<file path="config.mk">
export PLATFORM = sky130hd
export DESIGN_NAME = instr_decoder
export DESIGN_NICKNAME = d
export VERILOG_FILES = /design/src/rtl/instr_decoder.sv
export SDC_FILE = /design/constraint.sdc
export NUM_CORES = 1
export LEC_CHECK = 0
export CORE_MARGIN = 10
export CORE_UTILIZATION = 30
export CTS_CLUSTER_DIAMETER = 80
export DETAILED_ROUTE_END_ITERATION = 6
export PLACE_DENSITY = 0.6
export SETUP_SLACK_MARGIN = 0.15
export SLEW_MARGIN = 20
export SYNTH_ARGS = -nofsm -noshare
export SYNTH_HDL_FRONTEND = slang
export SYNTH_SLANG_ARGS = --single-unit
</file>
<file path="constraint.sdc">
create_clock -name clk_i -period 3.75 [get_ports clk_i]
set_input_delay 0.75 -clock clk_i [delete_from_list [all_inputs] [get_ports clk_i]]
set_output_delay 0.75 -clock clk_i [all_outputs]
set_load 0.05 [all_outputs]
</file>
<file path="src/rtl/instr_decoder.sv">
// Single-issue instruction decoder: a one-entry registered output stage with a
// valid/ready handshake, a RUN/HALT FSM that stops on illegal opcodes, and saturating counters.
module instr_decoder #(
  parameter int DATAWIDTH = 32,
  parameter bit SEXT      = 1'b1
) (
  input  logic                 clk_i,
  input  logic                 rst_i,
  input  logic [31:0]          instr_i,
  input  logic                 instr_valid_i,
  output logic                 instr_ready_o,
  input  logic                 flush_i,
  output logic                 dec_valid_o,
  input  logic                 dec_ready_i,
  output logic [3:0]           opcode_o,
  output logic [4:0]           ra_o,
  output logic [4:0]           rb_o,
  output logic [4:0]           wb_reg_o,
  output logic [DATAWIDTH-1:0] imm_o,
  output logic                 is_alu_o,
  output logic                 is_load_o,
  output logic                 is_store_o,
  output logic                 is_branch_o,
  output logic                 is_jump_o,
  output logic                 is_li_o,
  output logic                 reg_write_o,
  output logic                 illegal_o,
  output logic [31:0]          instr_count_o,
  output logic [15:0]          illegal_count_o
);
  localparam logic [3:0] OP_ADD = 4'd0,  OP_LW  = 4'd1,  OP_SW  = 4'd2,  OP_SUB = 4'd3,
                         OP_MUL = 4'd4,  OP_DIV = 4'd5,  OP_AND = 4'd6,  OP_OR  = 4'd7,
                         OP_XOR = 4'd8,  OP_BEQ = 4'd9,  OP_BGT = 4'd10, OP_BGE = 4'd11,
                         OP_JMP = 4'd12, OP_LI  = 4'd13;

  typedef enum logic {RUN, HALT} state_t;

  typedef struct packed {
    logic [3:0]           opcode;
    logic [4:0]           ra;
    logic [4:0]           rb;
    logic [4:0]           wb_reg;
    logic [DATAWIDTH-1:0] imm;
    logic                 is_alu;
    logic                 is_load;
    logic                 is_store;
    logic                 is_branch;
    logic                 is_jump;
    logic                 is_li;
    logic                 reg_write;
    logic                 illegal;
  } dec_t;

  state_t state_q, state_d;
  dec_t   dec_d, dec_q;
  logic   accept;

  assign instr_ready_o = (state_q == RUN) && !flush_i && (!dec_valid_o || dec_ready_i);
  assign accept        = instr_valid_i && instr_ready_o;

  always_comb begin
    dec_d           = '0;
    dec_d.opcode    = instr_i[3:0];
    dec_d.ra        = instr_i[18:14];
    dec_d.rb        = instr_i[13:9];
    // Fill the upper bits first, then overlay the 13-bit offset.
    dec_d.imm       = (SEXT && instr_i[31]) ? '1 : '0;
    dec_d.imm[12:0] = instr_i[31:19];
    case (instr_i[3:0])
      OP_ADD, OP_SUB, OP_MUL, OP_DIV, OP_AND, OP_OR, OP_XOR: begin
        dec_d.is_alu    = 1'b1;
        dec_d.reg_write = 1'b1;
        dec_d.wb_reg    = instr_i[8:4];
      end
      OP_LW: begin
        dec_d.is_load   = 1'b1;
        dec_d.reg_write = 1'b1;
        dec_d.wb_reg    = instr_i[13:9];
      end
      OP_SW:                  dec_d.is_store  = 1'b1;
      OP_BEQ, OP_BGT, OP_BGE: dec_d.is_branch = 1'b1;
      OP_JMP:                 dec_d.is_jump   = 1'b1;
      OP_LI: begin
        dec_d.is_li     = 1'b1;
        dec_d.reg_write = 1'b1;
        dec_d.wb_reg    = instr_i[8:4];
      end
      default:                dec_d.illegal   = 1'b1;
    endcase
  end

  always_comb begin
    state_d = state_q;
    if (flush_i)                        state_d = RUN;
    else if (accept && dec_d.illegal)   state_d = HALT;
  end

  always_ff @(posedge clk_i or posedge rst_i) begin
    if (rst_i) state_q <= RUN;
    else       state_q <= state_d;
  end

  // Flush wins over both a new acceptance (already masked by ready) and a pending handshake.
  always_ff @(posedge clk_i or posedge rst_i) begin
    if (rst_i) begin
      dec_valid_o     <= 1'b0;
      dec_q           <= '0;
      instr_count_o   <= '0;
      illegal_count_o <= '0;
    end else if (flush_i) begin
      dec_valid_o <= 1'b0;
    end else if (accept) begin
      dec_valid_o <= 1'b1;
      dec_q       <= dec_d;
      if (instr_count_o != '1) instr_count_o <= instr_count_o + 32'd1;
      if (dec_d.illegal && illegal_count_o != '1) illegal_count_o <= illegal_count_o + 16'd1;
    end else if (dec_valid_o && dec_ready_i) begin
      dec_valid_o <= 1'b0;
    end
  end

  assign opcode_o    = dec_q.opcode;
  assign ra_o        = dec_q.ra;
  assign rb_o        = dec_q.rb;
  assign wb_reg_o    = dec_q.wb_reg;
  assign imm_o       = dec_q.imm;
  assign is_alu_o    = dec_q.is_alu;
  assign is_load_o   = dec_q.is_load;
  assign is_store_o  = dec_q.is_store;
  assign is_branch_o = dec_q.is_branch;
  assign is_jump_o   = dec_q.is_jump;
  assign is_li_o     = dec_q.is_li;
  assign reg_write_o = dec_q.reg_write;
  assign illegal_o   = dec_q.illegal;
endmodule

</file>
== Word level (Yosys, flattened, before mapping) ==
Index checks and enable logic that the tools add are counted.
Storage, ports and cells
  register bits after elaboration: 109
  input bits: 37
  output and inout port bits: 109
  logic and storage cells: 71
Cells by class
  add/subtract/negate cells: 2
  eq/ne operators: 15
  multiplexer cells: 15
  bitwise operators: 2
  reductions and logical operators: 20
Operators by type and width (count)
  32-bit by 1-bit adder with 32-bit output, second input constant: 1
  32-bit two-way mux: 1
  32-bit inequality test, second input constant: 1
  4-bit equality test, second input constant: 6
  16-bit by 1-bit adder with 16-bit output, second input constant: 1
  4-bit by 3-bit equality test with 1-bit output, second input constant: 4
  16-bit inequality test, second input constant: 1
  14-bit OR reduction: 1
  1-bit two-way mux: 13
  5-bit case mux with 2 select lines: 1
  9-bit OR reduction: 1
  4-bit by 2-bit equality test with 1-bit output, second input constant: 2
  8-bit OR reduction: 1
  7-bit OR reduction: 1
  1-bit logical AND: 6
  3-bit AND reduction: 2
  4-bit by 1-bit equality test with 1-bit output, second input constant: 1
  4-bit zero test: 1
  3-bit nonzero test: 1
  3-bit OR reduction: 1
  1-bit zero test: 2
  1-bit inverter: 2
  2-bit AND reduction: 1
  2-bit nonzero test: 1
  1-bit logical OR: 1

== Depth between registers and ports, before layout ==
  depth in word-level cells: 7
  depth in mapped cells: 8
  gate-level depth less buffers: 7

== Worst setup path after synthesis ==
No wires, ideal clock.
  path kind: in2reg
  start point: input dec_ready_i
  end point: register instr_count_o[29]
  library setup time: 142 ps
  arrival time: 2282 ps
  required time: 3608 ps
  setup slack: 1327 ps
  stages on the path: 6
  path buffers: 0
  cells stage by stage: nand2b_2 -> nand3_4 -> or4_4 -> a311oi_4 -> nand4_1 -> xnor2_1
Between the ends
  cells in the longest elaborated chain, start to end: 4
Ends and longest elaborated chain
  start, declared: line 14  | input logic dec_ready_i,
  1-bit logical OR: line 58  | assign instr_ready_o = (state_q == RUN) && !flush_i && (!dec_valid_o || dec_ready_i);
  1-bit logical AND: line 58
  1-bit logical AND: line 59  | assign accept = instr_valid_i && instr_ready_o;
  3-bit AND reduction (no line)
  end signal, assigned: line 115  | if (instr_count_o != '1) instr_count_o <= instr_count_o + 32'd1;
  end, declared: line 28  | output logic [31:0] instr_count_o,
Every way passes these cells.
A chain may end at the register's enable or synchronous reset.

== Worst setup path in the final report ==
  start point: input flush_i
  end point: output instr_ready_o
Between the ends
  cells in the longest elaborated chain, start to end: 3
Ends and longest elaborated chain
  start, declared: line 12  | input logic flush_i,
  1-bit zero test: line 58
  1-bit logical AND (2 in series): line 58
  end, declared: line 11  | output logic instr_ready_o,
Every way passes these cells.

==> metrics <==
slowest stage delay, CP=0.80 ns; crit path max-delay cell type=clkdlybuf4s50_1; Synth Flop Type=dfrtp_1; Starting DRT DRC Count=188; Detailed Place HPWL=8810 microns; GRT Resource Usage Total=12.6%; Max Slew Vio Count=0; Mapped Area=0.00410 sq mm; Max-Cap Viols=0; crit path DAT=2.33 ns; Final Hold Violating Endpoints=0; Post-synth EDFFs=0; clk slew on worst S/H paths=0.06 ns; DRT Pass-1 Iters=4; Congestion Overflow GR=0; outcome=finished, final reports clean; min-delay worst type=register to register; Residual DRC=0; reg2reg setup slack=1.49 ns; static leakage=2.60 nW; area share of the largest cell type after synthesis=54.9%; Fin Setup TNS=0 ns; port buffer count=145; routed wire length=11600 microns; highest clock rate=325 MHz; # rows=42; Startpoint Class=input pin; worst path cell trace=clkdlybuf4s50_1, nor2_4, and2_1, clkdlybuf4s50_1; Sink Count=90; Vias/cell=4.70; flops & latches, synth=90; RD Place Congestion=0.791; CTS tree=done; RSZ-0062 raised after global routing=false; first-pass GRT wire length=18800 microns; routed vias=3362; Syn-to-layout area delta=43.3%; clock share of power=26.4%; CP Data Required Time=3.00 ns; synth warn=0; post-CTS sizing=0; Tmin final=3.08 ns; ANT nets after route=0; # hold bufs at CTS=0; synth top area cells=dfrtp_1 (55%), nand2_1 (10%), xnor2_1 (6.4%); CTS H-tree depth=3; share of cells above drive strength 1=5.74%; largest net degree at the start of global routing=50; Internal Power=0.00187 W; Max Root-Sink Buffers=2; synthesized net count=447; Die ar.=0.0187 sq mm; worst skew pair latency=0.34 ns; NumNets Final=575; root buf cell=clkbuf_16; Cell Pwr Density=520 mW/mm^2; vias in the first global route=3464; post-CTS setup buffers=0; cell mode on critical path=clkdlybuf4s50_1; wire length per cell=16.3 microns; worst-path fanout max=4; Syn Area/Cell=10.1 sq um; asr flop ratio synth=100%; hold slack final=0.471 ns; Least-Margin Pin Slew=0.808 ns; sequential fraction of the synthesis area=54.9%; DIE HEIGHT=137 microns; CP endpoint kind=primary output; fin util=44.2%; initial core utilization=30.8%; CTS buffer count=9; Comb power frac=34.5%; clk_skew=0.00492 ns; number of library cell types mapped by synthesis=42; antenna cells=0; Relative slew margins=46.1%; number of placed I/O pins=146; Sequential Power Share=39.1%; Yosys top cell by area=dfrtp_1; initial antenna violation count=0; part of the cycle the worst path needs=82.2%; synthesized instance count=408; # setup viols final=0; Sw Ratio=38.8%; Die X=137 microns; Placeable Area=0.0133 sq mm; Switch Pwr=0.00118 W; Max VDD drop=0.000300 V; critical setup path kind=input pin to primary output
## critical path, delay by kind of cell
family	cells	cell delay [ns]
buf+inv	2	1.27
simple gates	2	0.30
## registers in the layout, summed over array words and instances, names as in the netlist, 4 cells and up
name             flops
illegal_count_o     16
imm_o               13
instr_count_o       32
opcode_o             4
ra_o                 5
rb_o                 5
wb_reg_o             5
## routing by layer
| metal | track usage [%] | up-vias | wire length (microns) |
|---|---|---|---|
| met2 | 19.4 | 112 | 5380 |
| li1 | - | 1614 | - |
| met4 | 4.33 | 0 | 169 |
| met3 | 5.13 | 14 | 1210 |
| met1 | 15.5 | 1622 | 4880 |
| met5 | 0 | - | 0 |
## cell usage in the layout (no fill, tap or decap), types with 2 or more instances in the layout
master             n
a21oi_1            4
a222oi_1           5
a31oi_1            2
and2_1             8
and3_1             7
and4_1             9
buf_4              4
clkbuf_1           2
clkbuf_16          9
clkdlybuf4s50_1  145
clkinv_2           5
dfrtp_1           90
ha_1               2
inv_1              8
mux2_2             4
nand2_1          110
nand2b_1           2
nand3_1           19
nand4_1           13
nor2_1            19
nor3_1             5
nor4_1             2
o21ai_0            7
xnor2_1           30
xor2_1            10
## through the flow
stage	std cells	instance area [sq um]	setup slack [ns]	total power (W)
after floorplan	408	4100	0.665	0.00191
final	716	5880	0.669	0.00305
after CTS	716	5880	0.663	0.00310
after global routing	716	5880	0.605	0.00321
after global placement	701	5630	0.680	0.00227
after detailed placement	701	5630	0.663	0.00228
## synthesized netlist by cell type (3+ instances only)
master / n
a222oi_1: 5
nand4_1: 13
xor2_1: 10
and3_1: 7
nand2_1: 110
buf_2: 3
nand3_1: 19
inv_1: 9
o21ai_0: 7
clkbuf_1: 10
and4_1: 9
mux2_2: 4
buf_4: 19
xnor2_1: 30
nor3_1: 5
nor2_1: 19
and2_1: 8
a21oi_1: 4
dfrtp_1: 90
## final cells by class
| type | count | area (sq um) |
|---|---|---|
| fill | 1275 | 7420 |
| multi-input combinational | 276 | 1620 |
| sequential | 90 | 2250 |
| tap | 176 | 220 |
| clock buffer | 11 | 233 |
| inverter | 9 | 35.0 |
| timing repair buffer | 150 | 1500 |
| clock inverter | 4 | 20.0 |
## power by group through the flow
stage          logic (W)  clock network [W]  registers [W]
6_report         0.00105           0.000806        0.00119
5_1_grt          0.00112           0.000878        0.00122
4_1_cts          0.00107           0.000836        0.00120
3_5_place_dp     0.00107                  0        0.00121
3_3_place_gp     0.00106                  0        0.00121
2_1_floorplan   0.000335                  0        0.00158
## worst paths after layout
| check | start | to | depth (start not counted) |
|---|---|---|---|
| max | flush_i | instr_ready_o | 4 |
| min | reg_write_o$_DFFE_PP0P_ | reg_write_o$_DFFE_PP0P_ | 2 |
| max reg2reg | state_q$_DFFE_PP0P_ | instr_count_o[21]$_DFFE_PP0P_ | 6 |
| min reg2reg | reg_write_o$_DFFE_PP0P_ | reg_write_o$_DFFE_PP0P_ | 2 |
| max in group asynchronous | rst_i | wb_reg_o[3]$_DFFE_PP0P_ | 3 |
| min in group asynchronous | rst_i | imm_o[8]$_DFFE_PP0P_ | 2 |
## cells by family (layout without fill, tap and decap cells)
group / Yosys count / count (layout) / share of synthesized area [%]
compound gates: 26 / 26 / 4.88
buf+inv: 42 / 174 / 5.67
mux: 4 / 4 / 1.10
xor+xnor: 40 / 40 / 8.54
flops: 90 / 90 / 54.9
fa+ha+maj: 2 / 2 / 0.610
simple gates: 204 / 204 / 24.3
(Power assumes the default switching activity.)
==> edit 1 (config.mk and constraints unchanged) <==
Change the parameter `DATAWIDTH` from 32 to 64.
--- a/src/rtl/instr_decoder.sv
+++ b/src/rtl/instr_decoder.sv
@@ -1,7 +1,7 @@
 // Single-issue instruction decoder: a one-entry registered output stage with a
 // valid/ready handshake, a RUN/HALT FSM that stops on illegal opcodes, and saturating counters.
 module instr_decoder #(
-  parameter int DATAWIDTH = 32,
+  parameter int DATAWIDTH = 64,
   parameter bit SEXT      = 1'b1
 ) (
   input  logic                 clk_i,
Interface: changed (resized imm_o); port bits go from 146 to 178. No check against the original RTL was run, so the function may have changed too.
==> edit 1 against the original RTL <==
Routed wire length grew 7.8%; final cell count grew 6.4%; clock skew shrank 0.0012 ns; maximum frequency shrank 4.6%; sequential cell count is the same; synthesized area grew 9.2%; die area grew 7.8%; cell area grew 7.9%; setup slack lost 0.15 ns; total power grew 14%; global-route usage shrank 0.43 points; critical endpoint unchanged.
==> edit 1: results (changes against the original RTL) <==
Logic synthesis
  – Share of flip-flops with an asynchronous set or reset: 100% (unchanged)
  – Mapped Nets: 487 (was 447)
  – Register area share after synthesis: 50.3% (was 54.9%)
  – Distinct cell type count after synthesis: 43 (was 42)
  – Synth cell count leaders: nand2_1, dfrtp_1, buf_4, xnor2_1, nand3_1 (was nand2_1, dfrtp_1, xnor2_1)
  – Syn_area_per_cell: 9.99 um2 (was 10.1 um2)

Cells and area
  – Post-route insts no fill: 762 (was 716)
  – Final-stage net count: 613 (was 575)
  – Fillers: 1344 (was 1275)
  – Share of post-route cells with drive strength above 1: 6.75% (was 5.74%)

Min path
  – Worst Hold Launch: opcode_o[1] (was reg_write_o)
  – Hold path endpoint: opcode_o[1] (was reg_write_o)

STA
  – Final Skew: 0.00374 ns (was 0.00492 ns)
  – Final hold slack: 0.473 ns (was 0.471 ns)
  – Slew headroom: 53.0% (was 46.1%)

Place
  – Placed Instances: 747 (was 701)
  – GPL Wtd Cong: 0.796 (was 0.791)
  – IO Port Bufs: 177 (was 145)
  – Setup WS pre-CTS: 0.510 ns (was 0.663 ns)
  – Hpwl dp: 9.60 mm (was 8.81 mm)

Worst setup path
  – Arrival @ worst endpoint: 2.48 ns (was 2.33 ns)
  – Critical path's slowest cell: clkdlybuf4s50_1 (unchanged)
  – Slowest stage delay, CP: 0.82 ns (was 0.80 ns)
  – Worst R2R Start: instr_count_o[0] (was state_q)
  – Worst reg-to-reg setup slack: 1.42 ns (was 1.49 ns)

Power
  – Clk pwr share: 25.3% (was 26.4%)
  – Leakage: 2.77 nW (was 2.60 nW)
  – Cell Int Power: 2.04 mW (was 1.87 mW)
  – Reg power frac: 34.2% (was 39.1%)
  – Worst VDD drop: 0.222 mV (was 0.300 mV)

Global routing
  – First-pass GRT wire length: 19.6 mm (was 18.8 mm)
  – Overall routing resource usage: 12.2% (was 12.6%)
  – Largest net degree at the start of global routing: 53 (was 50)

Clock tree
  – Post-CTS sizing: 0 (unchanged)
  – Clock transition at path regs: 0.06 ns (about the same)
  – Clk buf depth: 2 (unchanged)

Route
  – Number of vias per cell: 4.61 (was 4.70)
  – Final wirelength: 12.5 mm (was 11.6 mm)

Status
  – Outcome: complete, no violations (unchanged)
-- edit 1: layout make-up --
type	instances	share of cell area [%]
Clock inverter	2	0.158
Timing Repair Buffer	181	28.6
Inverter	6	0.375
Sequential cell	90	35.5
Tap cell	184	3.63
Clock buffer	13	4.42
Multi-Input combinational cell	286	27.3
-- edit 1: worst register-to-register path, stage by stage (launching register included) --
cell and delay [ns]:
dfrtp_1 0.43, ha_1 0.21, nand3_1 0.19, nor4_4 0.38, nand4_1 0.52, and3_1 0.40, a21oi_1 0.14
-- edit 1: metal layers --
layer,vias to the layer above,GRT usage (%),wire [um]
li1,1713,-,-
met1,1660,14.5,5360
met2,130,18.8,5530
met3,9,5.47,1500
met4,0,4.57,153
met5,-,0,0
-- edit 1: worst max path at each step --
| stage | start | to | slack (ns) | cells after the start |
|---|---|---|---|---|
| after detailed placement | flush_i | instr_ready_o | 0.51 | 4 |
| final | flush_i | instr_ready_o | 0.52 | 4 |
| after floorplan | rst_i | dec_valid_o | 0.66 | 1 |
| after global placement | flush_i | instr_ready_o | 0.56 | 4 |
| after CTS | flush_i | instr_ready_o | 0.51 | 4 |
| after global routing | flush_i | instr_ready_o | 0.48 | 4 |
-- edit 1: metrics by stage --
step	total power, mW	util, %	cell area [um2]
6_report	3.47	43.5	6340
5_1_grt	3.63	43.5	6340
4_1_cts	3.53	43.5	6340
3_5_place_dp	2.63	41.5	6050
3_3_place_gp	2.62	41.5	6050
2_1_floorplan	2.23	-	4480
-- edit 1: cell families after synthesis --
logic type | after synthesis | synth area share (%)
multiplexers | 4 | 1.09
AND/OR/NAND/NOR | 207 | 23.1
buffers and inverters | 72 | 11.0
AO/OA/AOI/OAI | 30 | 5.53
adder cells (fa/ha/maj) | 2 | 0.559
flip-flops | 90 | 50.3
XOR/XNOR | 43 | 8.41
==> edit 2 (config.mk and constraints unchanged) <==
Without the edit above. Reset style: synchronous (`rst_i`), changed in 2 clocked blocks.
--- a/src/rtl/instr_decoder.sv
+++ b/src/rtl/instr_decoder.sv
@@ -95,13 +95,13 @@
     else if (accept && dec_d.illegal)   state_d = HALT;
   end
 
-  always_ff @(posedge clk_i or posedge rst_i) begin
+  always_ff @(posedge clk_i) begin
     if (rst_i) state_q <= RUN;
     else       state_q <= state_d;
   end
 
   // Flush wins over both a new acceptance (already masked by ready) and a pending handshake.
-  always_ff @(posedge clk_i or posedge rst_i) begin
+  always_ff @(posedge clk_i) begin
     if (rst_i) begin
       dec_valid_o     <= 1'b0;
       dec_q           <= '0;
Formal check against the unedited RTL: differs if rst_i is asserted again (counterexample within 4 cycles, from zero or initial values and one cycle with rst_i high); with rst_i held inactive, the same outputs for 4 cycles.
==> edit 2 against the original RTL <==
Setup slack lost 0.077 ns; sequential share of layout area decreased by 8.3 points; routed wire length rose by 8.2%; die area increased by 3.0%; maximum frequency fell by 2.4%; synthesized area is 3.5% higher; cell area increased by 2.2%; sequential cell count stayed put; critical path type unchanged.
Power is not compared: it rests on default switching activity, and its combinational part moved more than twofold at a synthesized area within 25%.
==> edit 2: results (changes against the original RTL) <==
Status
  – Outcome: complete, no violations (unchanged)

Logic synthesis
  – Mapped Nets: 551 (was 447)
  – Share of flip-flops with an asynchronous set or reset: 0% (was 100%)
  – Register area share after synthesis: 42.4% (was 54.9%)
  – Synth area leaders: dfxtp_1, nand2_1, a21oi_1 (was dfrtp_1, nand2_1, xnor2_1)
  – Distinct cell type count after synthesis: 49 (was 42)
  – Synth Flop Type: dfxtp_1 (was dfrtp_1)

Place
  – Hpwl dp: 9.19 mm (was 8.81 mm)
  – Setup WS pre-CTS: 0.603 ns (was 0.663 ns)
  – Area post-placement: 5700 um2 (was 5630 um2)
  – IO Port Bufs: 145 (unchanged)
  – Placed Instances: 793 (was 701)
  – GPL Wtd Cong: 0.780 (was 0.791)

Worst setup path
  – RR Endpoint: instr_count_o[15] (was instr_count_o[21])
  – Arrival @ worst endpoint: 2.41 ns (was 2.33 ns)
  – Worst R2R Start: instr_count_o[16] (was state_q)
  – Worst reg-to-reg setup slack: 1.33 ns (was 1.49 ns)
  – R2R depth: 5 (was 6)

Cells and area
  – Final-stage net count: 663 (was 575)
  – Share of post-route cells with drive strength above 1: 7.00% (was 5.74%)

Global routing
  – GR Layer Usage met2: 20.8% (was 19.4%)
  – First-pass GRT wire length: 21.0 mm (was 18.8 mm)
  – Overall routing resource usage: 12.9% (was 12.6%)
  – Grt met3 use: 5.79% (was 5.13%)
  – Met1 Use GR: 14.5% (was 15.5%)

STA
  – Final hold slack: 0.456 ns (was 0.471 ns)
  – Final Skew: 0.00329 ns (was 0.00492 ns)
  – Max Clk Rate: 317 MHz (was 325 MHz)
  – Slew @ Worst Pin: 1.08 ns (was 0.808 ns)

Route
  – Vias: 4112 (was 3362)
  – Routed len/inst: 15.6 um (was 16.3 um)
  – Number of vias per cell: 5.08 (was 4.70)
  – Routed wl met2: 5.89 mm (was 5.38 mm)
  – First DRT Iteration DRCs: 204 (was 188)
  – Met3 wire length: 1.21 mm (about the same)
  – DRT met1 WL: 5.31 mm (was 4.88 mm)

Min path
  – Worst Hold Launch: imm_o[0] (was reg_write_o)
  – Hold path endpoint: imm_o[0] (was reg_write_o)

Clock tree
  – Clock insertion delay at the later pin of the skew report: 0.34 ns (about the same)
==> edit 2: power groups by stage <==
stage	registers, mW	logic (mW)	clock network [mW]
4_1_cts	0.988	0.286	0.959
2_1_floorplan	1.08	0.110	0
5_1_grt	0.991	0.300	0.994
3_5_place_dp	1.01	0.285	0
3_3_place_gp	1.01	0.283	0
6_report	0.988	0.282	0.921
==> edit 2: cell families after synthesis <==
logic type                 synth area share [%]
AOI/OAI and AO/OA                          13.7
adders and majority gates                 0.589
xor gates and xnor gates                   2.89
muxes                                      1.68
buffers and inverters                      7.40
and+or+nand+nor                            31.3
DFF                                        42.4
==> edit 2: cell type report <==
cell class / instances / area [um2]
Inverter: 8 / 30.0
Clock buffer: 9 / 225
Multi-Input combinational cell: 365 / 2140
Timing Repair Buffer: 150 / 1510
Clock inverter: 7 / 78.8
Fill cell: 1390 / 7870
Tap cell: 180 / 225
Sequential cell: 90 / 1800
